$ cat src/rtl/lpm_pm_responder_if.sv
// Program-memory read-port bundle used by the LPM responder.
//   master : requester side (drives pm_rd_en / pm_addr, receives pm_rdata / pm_rvalid)
//   slave  : program-memory side
// Parameter ADDR_W: program-memory word-address width.
interface lpm_pm_responder_if #(
  parameter int unsigned ADDR_W = 14
) ();
  logic              pm_rd_en;
  logic [ADDR_W-1:0] pm_addr;
  logic [15:0]       pm_rdata;
  logic              pm_rvalid;

  modport master (
    output pm_rd_en,
    output pm_addr,
    input  pm_rdata,
    input  pm_rvalid
  );

  modport slave (
    input  pm_rd_en,
    input  pm_addr,
    output pm_rdata,
    output pm_rvalid
  );
endinterface

$ cat src/rtl/lpm_pm_responder.sv
// LPM program-memory read responder.
// A rising LPM_enable launches one read of the flash word addressed by Z; the low or high
// byte (selected by Z[0]) is returned on lpm_data with a one-cycle lpm_wr_en strobe.
// Ports:
//   clk, reset_n    clock and synchronous active-low reset
//   LPM_enable      request strobe from the control unit (2 cycles high per LPM)
//   z_ptr           Z register (byte address)
//   pm              program-memory read port (master modport)
//   lpm_data        selected byte, held until the next valid read
//   lpm_wr_en       one-cycle write strobe towards Rd
//   busy            transaction in progress
//   err_timeout     sticky read-timeout flag, cleared only by reset
// Optional feature (macro LPM_POSTINC_EN): adds lpm_postinc, z_next and z_wr_en for the
// LPM Rd,Z+ form. Without the macro Z is never modified.
module lpm_pm_responder #(
  parameter int unsigned ADDR_W  = 14,
  parameter int unsigned TIMEOUT = 15
) (
  input  logic                       clk,
  input  logic                       reset_n,
  input  logic                       LPM_enable,
  input  logic [15:0]                z_ptr,
  lpm_pm_responder_if.master         pm,
  output logic [7:0]                 lpm_data,
  output logic                       lpm_wr_en,
  output logic                       busy,
  output logic                       err_timeout
`ifdef LPM_POSTINC_EN
  ,
  input  logic                       lpm_postinc,
  output logic [15:0]                z_next,
  output logic                       z_wr_en
`endif
);

  typedef enum logic [1:0] {StIdle, StWait, StDone} state_e;

  state_e            state_q, state_d;
  logic              en_q;
  logic [ADDR_W-1:0] addr_q, addr_d;
  logic              rd_en_q, rd_en_d;
  logic              zlsb_q, zlsb_d;
  logic [7:0]        cnt_q, cnt_d;
  logic [7:0]        data_q, data_d;
  logic              wr_q, wr_d;
  logic              busy_q, busy_d;
  logic              err_q, err_d;
  logic              start;
  logic [7:0]        cnt_inc;
  logic              unused_z_hi;

`ifdef LPM_POSTINC_EN
  logic [15:0]       z_q, z_d;
  logic              postinc_q, postinc_d;
  logic [15:0]       z_next_q, z_next_d;
  logic              z_wr_q, z_wr_d;
`endif

  // Z bits above the word address do not take part; the address wraps modulo 2^ADDR_W.
  assign unused_z_hi = ^(z_ptr >> (ADDR_W + 1));

  // One request per rising edge of the strobe, however long it stays high.
  assign start   = LPM_enable & ~en_q;
  assign cnt_inc = cnt_q + 8'd1;

  always_comb begin
    state_d = state_q;
    addr_d  = addr_q;
    rd_en_d = 1'b0;
    zlsb_d  = zlsb_q;
    cnt_d   = cnt_q;
    data_d  = data_q;
    wr_d    = 1'b0;
    busy_d  = busy_q;
    err_d   = err_q;
`ifdef LPM_POSTINC_EN
    z_d       = z_q;
    postinc_d = postinc_q;
    z_next_d  = z_next_q;
    z_wr_d    = 1'b0;
`endif
    unique case (state_q)
      StIdle: begin
        if (start) begin
          state_d = StWait;
          addr_d  = z_ptr[ADDR_W:1];
          zlsb_d  = z_ptr[0];
          rd_en_d = 1'b1;
          busy_d  = 1'b1;
          cnt_d   = 8'd0;
`ifdef LPM_POSTINC_EN
          z_d       = z_ptr;
          postinc_d = lpm_postinc;
`endif
        end
      end
      StWait: begin
        cnt_d = cnt_inc;
        // rvalid takes priority over a timeout expiring in the same cycle.
        if (pm.pm_rvalid) begin
          data_d  = zlsb_q ? pm.pm_rdata[15:8] : pm.pm_rdata[7:0];
          wr_d    = 1'b1;
          state_d = StDone;
`ifdef LPM_POSTINC_EN
          z_next_d = z_q + 16'd1;
          z_wr_d   = postinc_q;
`endif
        end else if (cnt_inc == 8'(TIMEOUT)) begin
          err_d   = 1'b1;
          busy_d  = 1'b0;
          state_d = StIdle;
        end
      end
      StDone: begin
        busy_d  = 1'b0;
        state_d = StIdle;
      end
      default: state_d = StIdle;
    endcase
  end

  always_ff @(posedge clk) begin
    if (!reset_n) begin
      state_q <= StIdle;
      en_q    <= 1'b0;
      addr_q  <= '0;
      rd_en_q <= 1'b0;
      zlsb_q  <= 1'b0;
      cnt_q   <= 8'd0;
      data_q  <= 8'h00;
      wr_q    <= 1'b0;
      busy_q  <= 1'b0;
      err_q   <= 1'b0;
`ifdef LPM_POSTINC_EN
      z_q       <= 16'h0000;
      postinc_q <= 1'b0;
      z_next_q  <= 16'h0000;
      z_wr_q    <= 1'b0;
`endif
    end else begin
      state_q <= state_d;
      en_q    <= LPM_enable;
      addr_q  <= addr_d;
      rd_en_q <= rd_en_d;
      zlsb_q  <= zlsb_d;
      cnt_q   <= cnt_d;
      data_q  <= data_d;
      wr_q    <= wr_d;
      busy_q  <= busy_d;
      err_q   <= err_d;
`ifdef LPM_POSTINC_EN
      z_q       <= z_d;
      postinc_q <= postinc_d;
      z_next_q  <= z_next_d;
      z_wr_q    <= z_wr_d;
`endif
    end
  end

  assign pm.pm_rd_en = rd_en_q;
  assign pm.pm_addr  = addr_q;
  assign lpm_data    = data_q;
  assign lpm_wr_en   = wr_q;
  assign busy        = busy_q;
  assign err_timeout = err_q;
`ifdef LPM_POSTINC_EN
  assign z_next  = z_next_q;
  assign z_wr_en = z_wr_q;
`endif

endmodule

$ cat src/flat_wrapper.sv
// flat-port wrapper written by rule: the top's interface ports become plain ports
module lpm_pm_responder_flat 
#(
  parameter int unsigned ADDR_W  = 14,
  parameter int unsigned TIMEOUT = 15
)
  (clk, reset_n, LPM_enable, z_ptr, lpm_data, lpm_wr_en, busy, err_timeout, pm_pm_rd_en, pm_pm_addr, pm_pm_rdata, pm_pm_rvalid);
  lpm_pm_responder_if #(.ADDR_W(ADDR_W)) pm_i ();
  input  logic clk;
  input  logic reset_n;
  input  logic LPM_enable;
  input  logic [15:0] z_ptr;
  output logic [7:0] lpm_data;
  output logic lpm_wr_en;
  output logic busy;
  output logic err_timeout;
  output wire logic [$bits(pm_i.pm_rd_en)-1:0] pm_pm_rd_en;
  output wire logic [$bits(pm_i.pm_addr)-1:0] pm_pm_addr;
  input wire logic [$bits(pm_i.pm_rdata)-1:0] pm_pm_rdata;
  input wire logic [$bits(pm_i.pm_rvalid)-1:0] pm_pm_rvalid;
  assign pm_pm_rd_en = pm_i.pm_rd_en;
  assign pm_pm_addr = pm_i.pm_addr;
  assign pm_i.pm_rdata = pm_pm_rdata;
  assign pm_i.pm_rvalid = pm_pm_rvalid;
  lpm_pm_responder #(.ADDR_W(ADDR_W), .TIMEOUT(TIMEOUT)) u_core (.clk(clk), .reset_n(reset_n), .LPM_enable(LPM_enable), .z_ptr(z_ptr), .pm(pm_i), .lpm_data(lpm_data), .lpm_wr_en(lpm_wr_en), .busy(busy), .err_timeout(err_timeout));
endmodule
$ cat config.mk
export PLATFORM = sky130hd
export DESIGN_NAME = lpm_pm_responder_flat
export DESIGN_NICKNAME = d
export VERILOG_FILES = /design/src/rtl/lpm_pm_responder_if.sv /design/src/rtl/lpm_pm_responder.sv /design/src/flat_wrapper.sv
export SDC_FILE = /design/constraint.sdc
export NUM_CORES = 1
export LEC_CHECK = 0
export ABC_AREA = 1
export CORE_UTILIZATION = 40
export CTS_CLUSTER_DIAMETER = 80
export DETAILED_ROUTE_END_ITERATION = 7
export DONT_BUFFER_PORTS = 1
export PLACE_DENSITY_LB_ADDON = 0.2
export SYNTH_ARGS = -nofsm -noshare
export SYNTH_HDL_FRONTEND = slang
export SYNTH_SLANG_ARGS = --single-unit
$ cat constraint.sdc
create_clock -name clk -period 2 [get_ports clk]
set_input_delay 0.2 -clock clk [delete_from_list [all_inputs] [get_ports clk]]
set_output_delay 0.2 -clock clk [all_outputs]
set_load 0.1 [all_outputs]
==> results.ini <==
[power_and_ir_drop]
leakagePower_uw=0.000997
power.total_uw=2210
p_sw_frac=0.341
seqPwrFrac=0.378
clkPwrFrac=0.363
p_sw_uw=752
intPower_uw=1460
peakVddDrop_uv=543
p_comb_frac=0.259
power_density_mw_per_mm2=1050

[placement]
place_congestion=0.776
portBuffers=0
dpl.hpwl_um=2530

[run]
cap_violations=0

[sta]
tightestPinTransition_ns=0.313
setup_viol=0
finalSetupTns_ns=0
post-route-period-util=0.793
max_freq_mhz=630
relSlewSlack=0.791
finalClockSkew_ns=0.00450
hold_violations=0
fin_crit_ns=1.59
final_max_slew_viol_count=0
rsz0062_at_grt=false

[floorplan]
rows=23
die_y_um=67.6
core_region_area_mm2=0.00406
die_w_um=67.6
initial_core_util=0.424
pin_count=62
dieArea_mm2=0.00456

[critical_path]
slowest_stage=dfxtp_1
crit_buf_inv=0
endpoint_kind=flip-flop
crit_type=reg -> reg
cp.required_ns=2.18
rr_endpoint=u_core.busy
timing.critical_path.cells=ha_1, nand3_1, o21ai_1, nand2_1, nor2_2, nand2_2, nand2_2, nand3_1, nand2_1, nor2_1
timing.rr.start=u_core.cnt_q[1]
start_kind=flip-flop
reg2reg_setup_slack_ns=0.41
r2r_cells=10
cp_max_fo=6
critical_path.max_stage_delay_ns=0.42
cp.arrival_ns=1.77
cp_top_family=simple AND/OR/NAND/NOR gates

[cells_and_area]
areaGrowthSynthToFinish_pct=22.3
drive_above_1_share=0.184
diodes=0
nNetsFinal=312
n_fill_cell=401
multiInputGateArea_um2=800
seqCellArea_um2=761

[logic_synthesis]
synth_seq_cells=38
ys_seq_area_frac=0.443
yosys-top-cells-area=dfxtp_1, nand2_1, nor2_1
synthCells=243
synth.net_count=284
syn_area_per_cell_um2=7.07
netlist_area_mm2=0.00172
yosysTopAreaCell=dfxtp_1
yosys_warnings=0
synthDistinctLibCells=21
post-synth-top-area-fraction=0.443

[clock_tree]
hold_buffers=0
post_cts_buffers=0
clk_path_buf_depth=2
cts-htree-levels=2
cts.sinks=38
cts_resized=0
cts_root_buf=clkbuf_8
numCtsBuffers=5
clock_latency_ns=0.29
path_clk_slew_ns=0.07
cts_tree=yes

[detailed_routing]
vias_per_cell=4.75
via_count=1529
drc=0
firstDrtPassIters=4
final_antenna_net_count=0
drt-initial-drc-count=68
finalWirelength_um=3600
wl_per_cell_um=11.2

[grt]
grt_pass1_vias=1408
antenna_found_initial=0
grt_use_total=0.176
grt_max_degree=30
grt_pass1_wl_um=6000
overflow=0

[hold_path]
whs_endpoint=u_core.en_q
min_path_cells=2
hold_class=in -> reg
hold_start=LPM_enable

[status]
status=complete, no violations

==> synthesized netlist by cell type (all sizes together) <==
cell type	instances
a21oi	11
nand2	62
o211ai	8
clkinv	4
ha	5
nand3	15
dfxtp	38
clkbuf	3
nand3b	2
o21ai	19
nor3	1
inv	30
nand4	2
nor2	39
buf	4
==> power groups by stage <==
stage	combinational, uW	sequential [uW]	clock, uW
3_5_place_dp	573	852	0
5_1_grt	605	841	844
6_report	571	835	801
3_3_place_gp	568	851	0
2_1_floorplan	149	1170	0
4_1_cts	575	835	817
==> metrics by stage <==
stage                     setup WS, ns  hold WS, ns  area (um^2)  cells   util
after global placement           0.444        0.295         1960    314  0.483
after floorplan                  0.571        0.293         1720    243      -
after CTS                        0.396      0.00114         2100    322  0.518
after detailed placement         0.420        0.299         1960    314  0.483
final                            0.414      0.00584         2100    322  0.518
after global routing             0.160      0.00975         2100    322  0.518
==> cells in the final DEF (no fill, tap or decap) <==
cell type  instances
nand4_1            2
nor2_2             4
nand3_2            1
nand3b_1           2
ha_1               5
inv_2              3
a21oi_1           10
nor2_1            35
dfxtp_1           38
nand3_1           14
bufinv_16          2
nor3_4             1
o21ai_0            9
o211ai_1           8
clkinv_1           4
inv_1             27
clkbuf_8           6
buf_4             28
o21ai_1           10
nand2_2            4
nand2_1           58
a21oi_2            1
==> kinds of logic (layout without fill, tap and decap cells) <==
group	count (synthesis)	in the layout	synth area share
AO/OA/AOI/OAI	38	38	0.124
adder cells (fa/ha/maj)	5	5	0.0364
buffers and inverters	41	70	0.0924
flip-flops	38	38	0.443
AND/OR/NAND/NOR	121	121	0.304
==> worst max path at each step <==
stage | cells past startpoint | from | slack [ns] | end
CTS | 10 | u_core.cnt_q[1] | 0.40 | u_core.busy
finish | 10 | u_core.cnt_q[1] | 0.41 | u_core.busy
detailed placement | 9 | u_core.state_q[0] | 0.42 | u_core.cnt_q[7]
global route | 10 | u_core.cnt_q[1] | 0.16 | u_core.busy
floorplan | 7 | u_core.state_q[1] | 0.57 | u_core.lpm_data[0]
global placement | 10 | u_core.cnt_q[0] | 0.44 | u_core.state_q[1]
==> flip-flops by register name, indices dropped and copies added (netlist names) <==
register / flops
u_core.pm.pm_addr: 14
u_core.cnt_q: 8
u_core.lpm_data: 8
u_core.state_q: 2
u_core.busy: 1
u_core.en_q: 1
u_core.err_timeout: 1
u_core.lpm_wr_en: 1
u_core.pm.pm_rd_en: 1
u_core.zlsb_q: 1
==> cell type report <==
class / instances / share of cell area
Timing Repair Buffer: 28 / 0.0999
Clock inverter: 2 / 0.0286
Tap cell: 50 / 0.0297
Sequential cell: 38 / 0.362
Multi-Input combinational cell: 164 / 0.380
Inverter: 34 / 0.0607
Clock buffer: 6 / 0.0393
==> per-layer routing <==
metal,share of wire,GRT usage
met5,0,0
met4,0.018,0.0798
met3,0.061,0.0524
met2,0.43,0.269
met1,0.49,0.226
(Power assumes the default switching activity.)
